[config.mk]
export PLATFORM = sky130hd
export DESIGN_NAME = instruction_fetch_unit
export DESIGN_NICKNAME = d
export VERILOG_FILES = /design/src/rtl/instruction_fetch_unit.sv
export SDC_FILE = /design/constraint.sdc
export NUM_CORES = 1
export LEC_CHECK = 0
export CAP_MARGIN = 20
export CORE_MARGIN = 5
export CORE_UTILIZATION = 38
export DETAILED_ROUTE_END_ITERATION = 16
export MAX_ROUTING_LAYER = met4
export PLACE_DENSITY = 0.85
export SETUP_SLACK_MARGIN = 0.5
export SLEW_MARGIN = 20
export SYNTH_ARGS = -nofsm -noshare
export SYNTH_HDL_FRONTEND = slang
export SYNTH_SLANG_ARGS = --single-unit
[constraint.sdc]
create_clock -name clock -period 1.4 [get_ports clock]
set_input_delay 0.21 -clock clock [delete_from_list [all_inputs] [get_ports clock]]
set_output_delay 0.21 -clock clock [all_outputs]
set_load 0.005 [all_outputs]
[src/rtl/instruction_fetch_unit.sv]
`default_nettype none
// ============================================================================
//  Module      : instruction_fetch_unit
//  Description : Read-side initiator for the instruction memory. Holds the PC,
//                drives the memory address, captures the returned word and
//                presents it to decode over a valid/ready handshake. Handles
//                branch redirects and sustains one instruction per cycle.
//  Options     : IFU_HALT_DETECT_EN - when defined, a captured HALT_OPCODE is
//                delivered and then fetch stops until redirect or reset.
//  Revision    : 1.0 - initial release
// ============================================================================
module instruction_fetch_unit #(
    parameter int unsigned              ADDR_WIDTH  = 8,
    parameter int unsigned              DATA_WIDTH  = 8,
    parameter logic [ADDR_WIDTH-1:0]    RESET_PC    = '0,
    parameter logic [DATA_WIDTH-1:0]    HALT_OPCODE = 8'hFF
) (
    input  logic                    clock,
    input  logic                    reset_n,
    input  logic                    fetch_en,
    output logic [ADDR_WIDTH-1:0]   mem_address,
    input  logic [DATA_WIDTH-1:0]   mem_data,
    output logic [DATA_WIDTH-1:0]   instr_out,
    output logic [ADDR_WIDTH-1:0]   instr_pc,
    output logic                    instr_valid,
    input  logic                    instr_ready,
    input  logic                    redirect_valid,
    input  logic [ADDR_WIDTH-1:0]   redirect_target,
    output logic                    halted
);

    // State encoding: START is the single post-reset bubble where the memory
    // settles on the reset PC before the first capture.
    localparam logic [1:0] c_st_start = 2'd0;
    localparam logic [1:0] c_st_run   = 2'd1;
`ifdef IFU_HALT_DETECT_EN
    localparam logic [1:0] c_st_halt  = 2'd2;
`endif

    logic [1:0]             r_state;
    logic [1:0]             w_state_next;
    logic [ADDR_WIDTH-1:0]  r_pc;
    logic [ADDR_WIDTH-1:0]  w_pc_next;
    logic [DATA_WIDTH-1:0]  r_instr_out;
    logic [DATA_WIDTH-1:0]  w_instr_out_next;
    logic [ADDR_WIDTH-1:0]  r_instr_pc;
    logic [ADDR_WIDTH-1:0]  w_instr_pc_next;
    logic                   r_instr_valid;
    logic                   w_instr_valid_next;
    logic                   w_capture;
    logic                   w_accept;
    logic                   w_halt_hit;

    // A new word may be captured only in RUN and only when the output slot is
    // empty or being emptied this cycle.
    assign w_capture = (r_state == c_st_run) && fetch_en
                       && (!r_instr_valid || instr_ready);
    assign w_accept  = r_instr_valid && instr_ready;

`ifdef IFU_HALT_DETECT_EN
    assign w_halt_hit = w_capture && (mem_data == HALT_OPCODE);
`else
    assign w_halt_hit = 1'b0;
    logic [DATA_WIDTH-1:0]  w_unused_halt_opcode;
    assign w_unused_halt_opcode = HALT_OPCODE;
`endif

    // The memory reads whatever the PC register holds; it only moves at posedge.
    assign mem_address = r_pc;
    assign instr_out   = r_instr_out;
    assign instr_pc    = r_instr_pc;
    assign instr_valid = r_instr_valid;

    // State register.
    always_ff @(posedge clock or negedge reset_n) begin
        if (!reset_n) begin
            r_state <= c_st_start;
        end else begin
            r_state <= w_state_next;
        end
    end

    // Next-state logic: redirect wins from any state and always resumes RUN.
    always_comb begin
        w_state_next = r_state;
        if (redirect_valid) begin
            w_state_next = c_st_run;
        end else begin
            case (r_state)
                c_st_start: w_state_next = c_st_run;
`ifdef IFU_HALT_DETECT_EN
                c_st_run:   if (w_halt_hit) w_state_next = c_st_halt;
`endif
                default:    w_state_next = r_state;
            endcase
        end
    end

    // Output/datapath next values. A redirect discards any pending word; the
    // handshake on that word still completes from the decoder's point of view.
    always_comb begin
        w_pc_next          = r_pc;
        w_instr_out_next   = r_instr_out;
        w_instr_pc_next    = r_instr_pc;
        w_instr_valid_next = r_instr_valid;
        if (redirect_valid) begin
            w_pc_next          = redirect_target;
            w_instr_valid_next = 1'b0;
        end else if (w_capture) begin
            w_instr_out_next   = mem_data;
            w_instr_pc_next    = r_pc;
            w_instr_valid_next = 1'b1;
            w_pc_next          = r_pc + 1'b1;   // wraps modulo 2^ADDR_WIDTH
        end else if (w_accept) begin
            w_instr_valid_next = 1'b0;
        end
    end

    // Datapath registers; a stall simply holds every one of them.
    always_ff @(posedge clock or negedge reset_n) begin
        if (!reset_n) begin
            r_pc          <= RESET_PC;
            r_instr_out   <= '0;
            r_instr_pc    <= '0;
            r_instr_valid <= 1'b0;
        end else begin
            r_pc          <= w_pc_next;
            r_instr_out   <= w_instr_out_next;
            r_instr_pc    <= w_instr_pc_next;
            r_instr_valid <= w_instr_valid_next;
        end
    end

`ifdef IFU_HALT_DETECT_EN
    logic r_halted;

    // Halt flag rises with the capture of the halt word and clears on redirect.
    always_ff @(posedge clock or negedge reset_n) begin
        if (!reset_n) begin
            r_halted <= 1'b0;
        end else if (redirect_valid) begin
            r_halted <= 1'b0;
        end else if (w_halt_hit) begin
            r_halted <= 1'b1;
        end
    end

    assign halted = r_halted;
`else
    assign halted = w_halt_hit;
`endif

endmodule
`default_nettype wire

==> results_dict.tcl, run 1 <==
set metrics [dict create \
    violations "setup timing" \
    power.density_nw_per_um2 1060 \
    core_um2 3050 \
    dieHeight_um 66.3 \
    wl_um 3430 \
    final_cell_count_no_fill 213 \
    synth_top_area_frac 0.540 \
    synth-seq-area-share 0.540 \
    io_buffers 45 \
    drtIter0Drc 59 \
    crit_arrival_ps 1670 \
    cp_data_required_time_ps 1630 \
    p_sw_frac 0.273 \
    utilization 0.661 \
    finalMaxSlewViolations 0 \
    hold_viol 0 \
    first_pass_iters 4 \
    p_leak_nw 0.912 \
    grt_usage 0.163 \
    cts_buffers 3 \
    rows 20 \
    area_delta_synth_final_pct 67.4 \
    fin_crit_sh 1.03 \
    period_needed_ps 1450 \
    cpMaxStageDelayCell "dfrtp_1" \
    min_path_type "primary input to async pin" \
    timing.hold.ws_ps 246 \
    die_area_um2 4400 \
    hold_buffers 0 \
    synth_cells 92 \
    drc 0 \
    antenna_cells 0 \
    nNetsFinal 192 \
    start_util 0.395 \
    grt_pass1_vias 1097 \
    power_frac_comb 0.367 \
    die_w_um 66.3 \
    setup_viol 1 \
    ir_drop_uv 367 \
    clock.fmax_ghz 0.692 \
    post_synth_num_cell_types 25 \
    grt-ovfl-total 0 \
    vias 994 \
    grt_max_degree 27 \
    syn_avg_cell_area_um2 13.1 \
    gp_congestion 0.799 \
    boundaryPins 47 \
    maxCapViolCount 0 \
    path_max_fanout 5 \
    dp.cells 183 \
    p_clk_frac 0.179 \
    syn_nets 114 \
    crit_type "register to register" \
    startpoint_type "register" \
    postRouteAntennaNets 0 \
    fin_ws_ps -45.8 \
    cts_tree "yes" \
    outcome "finished, violations left" \
    drive_gt1_frac 0.550 \
    seq_power_share 0.453 \
    critPathCaptureType "register" \
    p_sw_mw 0.581 \
    synth_area_leaders "dfrtp_1 54%, mux2_4 12%, mux2_2 5.6%" \
    clock-sinks 26 \
    cp_cell_sequence "nor2b_4 -> buf_6 -> nor4_4 -> mux2i_1 -> nand2_1" \
    worst_skew_pair.late_latency_ps 320 \
    cts.htree.levels 1 \
    critPathMaxStageDelay_ps 410 \
    stdcell_area_um2 2020 \
    yosys_warnings 0 \
    root_buffer "clkbuf_4" \
    netlist_area_um2 1200 \
    placed_area_um2 1730 \
    rsz0062_at_grt "yes" \
    clkTransAtPathRegs_ps 140 \
    yosys.area.top_type "dfrtp_1" \
    wl_per_cell_um 16.1 \
    intPower_mw 1.55 \
    antenna_found_initial 0 \
    dp_hpwl_um 2050 \
    via_per_inst 4.67 \
    synth_seq_cells 26 \
    finClkSkew_ps 2.15 \
    grt_pass1_wl_um 5290 \
    clock_path_buffers 2 \
]
[flip-flops by register name, summed over array words and instances, names as in the netlist]
register / count
r_state: 1
mem_address: 8
instr_out: 8
instr_valid: 1
instr_pc: 8
[layout by cell type (no fill, tap or decap), types with 2 or more instances in the layout]
cell | Yosys | layout
buf_4 | 1 | 24
dfrtp_1 | 26 | 22
clkdlybuf4s50_1 | 0 | 20
buf_2 | 0 | 19
mux2_4 | 10 | 16
buf_6 | 1 | 13
nand2_1 | 11 | 10
o21ai_1 | 1 | 7
xnor2_1 | 6 | 5
dfrtp_2 | 0 | 4
nor3_4 | 1 | 3
clkbuf_4 | 0 | 3
nand3_4 | 0 | 2
mux2i_1 | 2 | 2
conb_1 | 2 | 2
[power by group through the flow]
stage                     combinational (mW)  clock, mW  sequential (mW)
after floorplan                        0.223          0            0.993
after global routing                   0.845      0.420            0.984
after global placement                 0.605          0            0.988
after detailed placement               0.618          0            0.995
final                                  0.783      0.383            0.966
after CTS                              0.677      0.383            0.956
[worst max-delay path, delay by kind of cell (launching register included)]
family	cells	cell delay, ps
buffers and inverters	1	120
and+or+nand+nor	3	560
muxes	1	260
DFF	1	410
[timing repair]
item | in CTS | in global routing
gates resized for setup | 113 | 25
endpoints found under the hold margin | 0 | 0
setup buffers | 18 | 8
pin swaps | 8 | 7
setup endpoints to repair | 49 | 49
[path summary, 6_finish.rpt]
check	startpoint	end	slack, ps	cells after the start
max in group asynchronous	reset_n	mem_address[0]	880	2
min reg2reg	instr_out[6]	instr_out[6]	530	1
min	reset_n	instr_pc[7]	250	2
max reg2reg	instr_valid	mem_address[7]	-50	5
min in group clock	redirect_target[2]	mem_address[2]	410	3
max	instr_valid	mem_address[7]	-50	5
[per-stage QoR]
| step | TNS, ps | setup WS [ps] | total power [mW] |
|---|---|---|---|
| 6_report | -45.8 | -45.8 | 2.13 |
| 3_5_place_dp | -5530 | -305 | 1.61 |
| 3_3_place_gp | -4940 | -258 | 1.59 |
| 2_1_floorplan | -976 | -97.6 | 1.22 |
| 5_1_grt | -233 | -112 | 2.25 |
| 4_1_cts | 0 | 15.0 | 2.02 |
[cells in the mapped netlist]
cell type,instances
nor2_1,2
buf_4,1
nor3_4,1
conb_1,2
xnor2_1,6
o21ai_0,6
ha_1,1
nor2b_4,1
nor4_4,1
mux2i_1,2
clkbuf_1,2
nor4_1,1
o21ai_1,1
nor3b_1,1
nor2b_1,1
buf_6,1
mux2_2,6
buf_12,1
a22oi_1,1
dfrtp_1,26
mux2_4,10
nand2_1,11
nor3_1,3
a21oi_1,1
nand3_1,3
[logic make-up (layout without fill, tap and decap cells)]
group	Yosys count	count (layout)	share of synthesized area
adders and majority gates	1	1	0.0104
and+or+nand+nor	25	25	0.125
DFF	26	26	0.540
AOI/OAI and AO/OA	9	9	0.0395
muxes	18	18	0.197
other	2	2	0.00623
xor gates and xnor gates	6	6	0.0436
buffers and inverters	5	82	0.0384
[metal layers]
metal / GRT usage / routed length [µm]
met5: - / 0
met3: 0.0340 / 264
met1: 0.173 / 1350
met2: 0.305 / 1790
met4: 0.0406 / 23
[layout make-up]
cell class	count	area [µm²]
fillers	234	1040
flip-flops and latches	26	656
repair buffers	78	651
multi-input cells	61	619
well taps	44	55.1
clock buffers	4	36.3
Note: power is estimated with default switching activity, not from simulation.
==> run 2: changes to the inputs <==
--- a/config.mk
+++ b/config.mk
@@ -5,14 +5,12 @@
 export SDC_FILE = /design/constraint.sdc
 export NUM_CORES = 1
 export LEC_CHECK = 0
-export CAP_MARGIN = 20
 export CORE_MARGIN = 5
 export CORE_UTILIZATION = 38
 export DETAILED_ROUTE_END_ITERATION = 16
 export MAX_ROUTING_LAYER = met4
 export PLACE_DENSITY = 0.85
 export SETUP_SLACK_MARGIN = 0.5
-export SLEW_MARGIN = 20
 export SYNTH_ARGS = -nofsm -noshare
 export SYNTH_HDL_FRONTEND = slang
 export SYNTH_SLANG_ARGS = --single-unit
==> results of run 2 <==
Same layout as run 1: the final DEF is identical, and so are final timing and power.
==> RTL edit 1: new RTL, settings of run 2 <==
The option `IFU_HALT_DETECT_EN` is turned on by a define.
--- a/src/rtl/instruction_fetch_unit.sv
+++ b/src/rtl/instruction_fetch_unit.sv
@@ -9,6 +9,8 @@
 //                delivered and then fetch stops until redirect or reset.
 //  Revision    : 1.0 - initial release
 // ============================================================================
+`define IFU_HALT_DETECT_EN
+
 module instruction_fetch_unit #(
     parameter int unsigned              ADDR_WIDTH  = 8,
     parameter int unsigned              DATA_WIDTH  = 8,
Check against the original RTL: not equivalent (a bounded check fails within 4 cycles, from zero or initial values and one cycle with reset_n low).
==> RTL edit 1 against run 2 <==
- the run still ends with setup timing left
- global-route usage is 0.21 points higher
- worst setup slack better by 0.0023 ns
- total power grew 11%
- final area up 13%
- fmax increased by 0.16%
- clock skew up 0.0040 ns
- synthesized area up 12%
- wire length is 18% higher
- sequential cell count is 2 higher
- die area grew 10%
==> RTL edit 1: results (changes against run 2) <==
* Status: finished with violations
* Failing checks: setup timing
* Final setup violating endpoints at 6 (+5)
* Synth cell types at 36 (+44%)
* WL met1 at 1730 um (+28%)
* Vias/cell at 5.20 (+12%)
* Number of fill cells at 244 (+4.3%)
* Cell count of the worst reg-to-reg path at 3 (-2)
* R2R Path End: mem_address[3]
* Clock buf/inv share at 2.31% (+0.51 points)
* Met3 WL at 210 um (-20%)
* Syn nets at 136 (+19%)
* Nets at 227 (+18%)
* Multiplexer area fraction after synthesis at 13.3% (-6.4 points)
* Non-clk invs at 3 (+3)
* Worst Skew at 0.00617 ns (+0.00402 ns)
* Synthesized instance count at 114 (+24%)
* Final Hold Slack at 0.228 ns (-0.0181 ns)
* Pleak at 1.02 nW (+11%)
* Register area share after synthesis at 51.9% (-2.1 points)
* Sequential cell area at 703 um^2 (+7.3%)
* R2R Path Start: r_state[1]
* Met2 Wirelength at 2060 um (+15%)
* Final Non-Filler Cells at 250 (+17%)
* Peak VDD IR at 0.000774 V (+110%)
* FFs & Latches at 28 (+7.7%)
* Share of cells above drive strength 1 at 54.4% (-0.62 points)
* Post-synthesis xor/xnor area fraction at 0% (-4.4 points)
* Total power density per cell area at 1040 mW/mm^2 (-1.4%)
* Logic power comb at 0.827 mW (+5.6%)
* Met3 Track Usage GR at 2.90% (-0.50 points)
* CTS resizes at 110 (-2.7%)
* CP max FO at 6 (+1)
* M2 GR Usage at 27.4% (-3.0 points)
* Most common library cells after synthesis: 28 x dfrtp_1, 16 x mux2_2, 7 x nand2_1, 6 x nand4_1, 5 x nand3_1
* Largest net degree at the start of global routing at 29 (+7.4%)
* Met1 Resource Use GR at 19.8% (+2.4 points)
* Vias in the first global route at 1,393 (+27%)
* Routability cong. at 0.890 (+11%)
* Internal at 1.73 mW (+12%)
* IO buf count at 46 (+2.2%)
* Final worst setup slack at -0.0435 ns (+0.00233 ns)
* Non-CTS buffers at 91 (+17%)
* Dpl ws at -0.374 ns (-0.0687 ns)
RTL edit 1: cell types whose count changed after synthesis, sizes merged, moves of 3 or more:
cell,delta
o311ai,+4
o21ai,-4
nand2,-4
a31oi,+3
o211ai,+3
inv,+3
nor3,-3
xnor2,-6
nand4,+6
RTL edit 1: how the worst max path moves through the flow:
| stage | from | end | slack, ns | depth (start not counted) |
|---|---|---|---|---|
| after detailed placement | fetch_en | mem_address[5] | -0.37 | 4 |
| after global routing | r_state[1] | mem_address[3] | -0.12 | 3 |
| final | r_state[1] | mem_address[3] | -0.04 | 3 |
| after global placement | fetch_en | instr_out[0] | -0.30 | 5 |
| after CTS | r_state[1] | instr_pc[3] | 0.03 | 4 |
| after floorplan | r_state[1] | instr_out[0] | -0.07 | 4 |
RTL edit 1: critical path, cell delays in order (launching register included):
cell	delay, ns
dfrtp_1	0.43
nand4b_1	0.32
or3_4	0.42
o211ai_1	0.20
==> RTL edit 2: new RTL, settings of run 2 <==
Without the edit above. `r_instr_out` no longer has a reset.
--- a/src/rtl/instruction_fetch_unit.sv
+++ b/src/rtl/instruction_fetch_unit.sv
@@ -120,15 +120,17 @@
     always_ff @(posedge clock or negedge reset_n) begin
         if (!reset_n) begin
             r_pc          <= RESET_PC;
-            r_instr_out   <= '0;
             r_instr_pc    <= '0;
             r_instr_valid <= 1'b0;
         end else begin
             r_pc          <= w_pc_next;
-            r_instr_out   <= w_instr_out_next;
             r_instr_pc    <= w_instr_pc_next;
             r_instr_valid <= w_instr_valid_next;
         end
+    end
+
+    always_ff @(posedge clock) begin
+        r_instr_out <= w_instr_out_next;
     end
 
 `ifdef IFU_HALT_DETECT_EN
Function: differs if reset_n is asserted again (counterexample within 4 cycles, from zero or initial values and one cycle with reset_n low); with reset_n held inactive, the same outputs for 10 cycles.
==> RTL edit 2 against run 2 <==
- sequential cell count unchanged
- via count shrank 3.8%
- worst setup slack gained 0.083 ns
- fmax up 6.1%
- wire length fell by 6.9%
- count of clock-buffer cells in the layout unchanged
- final area is 4.2% lower
- total power down 12%
- critical path type unchanged
- synthesized area is 8.4% lower
- largest power group unchanged
==> RTL edit 2: results (changes against run 2) <==
* Final Non-Filler Cells at 194 (-8.9%)
* Synth Area in Compound Gates at 4.31% (+0.36 points)
* Peak VDD IR at 0.000821 V (+120%)
* Worst Skew at 0.00726 ns (+0.00512 ns)
* Synth Flop Type: dfrtp_1
* First-pass iteration count of the detailed router at 4 (unchanged)
* Per-cell routed wire length at 16.5 um (+2.2%)
* Max clock buf depth at 2 (unchanged)
* Most common library cells after synthesis: 18 x dfrtp_1, 11 x nand2_1, 8 x edfxtp_1, 8 x mux2_2
* Placed Area at 0.00164 mm^2 (-5.6%)
* Synth Area in Adders at 1.13% (+0.095 points)
* Mean Syn Cell Area at 13.3 um^2 (+1.5%)
* Root Buffer: clkbuf_4
* Number of synthesized flops with an enable pin at 8 (+8)
* Synth top area cells: dfrtp_1 41%, edfxtp_1 22%, mux2_2 8.2%
* Pleak at 0.841 nW (-7.7%)
* Initial DRC Count at 25 (-58%)
* Hold Crit Class: in -> async
* CTS Buf Count at 3 (unchanged)
* Clk slew on worst S/H paths at 0.14 ns (about the same)
* Dpl ws at -0.287 ns (+0.0187 ns)
* Ys async rst share at 69.2% (-31 points)
* Clock H-tree levels at 1 (unchanged)
* Multiplexer area fraction after synthesis at 9.98% (-9.8 points)
* Global-route usage over all layers at 15.6% (-0.73 points)
* Initial antenna violation count at 0 (unchanged)
* Setup bufs post-CTS at 17 (-1)
* Routability cong. at 0.776 (-2.9%)
* Cell count of the worst reg-to-reg path at 5 (unchanged)
* Synth cell types at 24 (-4.0%)
* Share of cells above drive strength 1 at 52.8% (-2.3 points)
* CP max FO at 5 (unchanged)
* First-pass GRT wire length at 4870 um (-8.0%)
* Clk_lat worst skew at 0.33 ns
* Crit path DAT at 1.59 ns (-0.08 ns)
* Status: finished, final reports clean
* Ys Warns at 0 (unchanged)
* Syn nets at 105 (-7.9%)
* Vias in the first global route at 1,005 (-8.4%)
* Nets at 186 (-3.1%)
* Post-synthesis xor/xnor area fraction at 4.76% (+0.40 points)
* CTS resizes at 116 (+2.7%)
* Register area share after synthesis at 62.6% (+8.6 points)
* IO buf count at 45 (unchanged)
* Largest net degree at the start of global routing at 19 (-30%)
* Vias/cell at 4.93 (+5.6%)
* Post-Place Cells at 162 (-11%)
* ANT cells at 0 (unchanged)
* Switch Pwr at 0.497 mW (-14%)
* HPWL after detailed placement at 1880 um (-8.2%)
RTL edit 2: changes by cell type after synthesis:
cell	before	now
mux2_4	10	0
dfrtp_1	26	18
edfxtp_1	0	8
mux2_2	6	8
buf_12	1	0
nor4_1	1	0
nor4_2	0	1
RTL edit 2: worst paths after layout:
check	from	end	slack (ns)
hold reg to reg	instr_pc[1]	instr_pc[1]	0.53
min in group clock	fetch_en	instr_valid	0.32
setup reg to reg	instr_valid	instr_pc[3]	0.04
hold / removal	reset_n	mem_address[2]	0.20
setup / recovery	instr_valid	instr_pc[3]	0.04
max in group asynchronous	reset_n	mem_address[0]	0.99
RTL edit 2: cells by family (layout without fill, tap and decap cells):
kind of cell,after synthesis,after routing
buf+inv,4,84
mux,10,10
other cells,2,2
simple gates,25,25
fa+ha+maj,1,1
flops,26,26
compound gates,9,9
xor+xnor,6,6
RTL edit 2: metal layers:
metal	vias up	routed length, um	GRT usage, %
met3	8	199	3.15
met4	0	65	6.49
met5	-	0	-
met1	458	1420	19.4
met2	43	1510	24.6
li1	447	-	-
RTL edit 2: power groups by stage:
stage	clock network [mW]	logic, mW	registers (mW)
2_1_floorplan	0	0.138	0.960
3_3_place_gp	0	0.422	0.958
3_5_place_dp	0	0.433	0.963
4_1_cts	0.339	0.484	0.924
5_1_grt	0.364	0.671	0.942
6_report	0.333	0.618	0.927
RTL edit 2: cell type report:
cell class	count	area, um^2
clock buffer	4	26.3
multi-input combinational	53	492
fill	187	850
tap	31	38.8
sequential	26	693
timing repair buffer	80	682
RTL edit 2: worst max-delay path, stage by stage, from the launching register on:
cell	delay, ns
dfrtp_1	0.40
nor2b_4	0.15
nor3_4	0.16
buf_6	0.14
buf_12	0.11
mux2_4	0.29
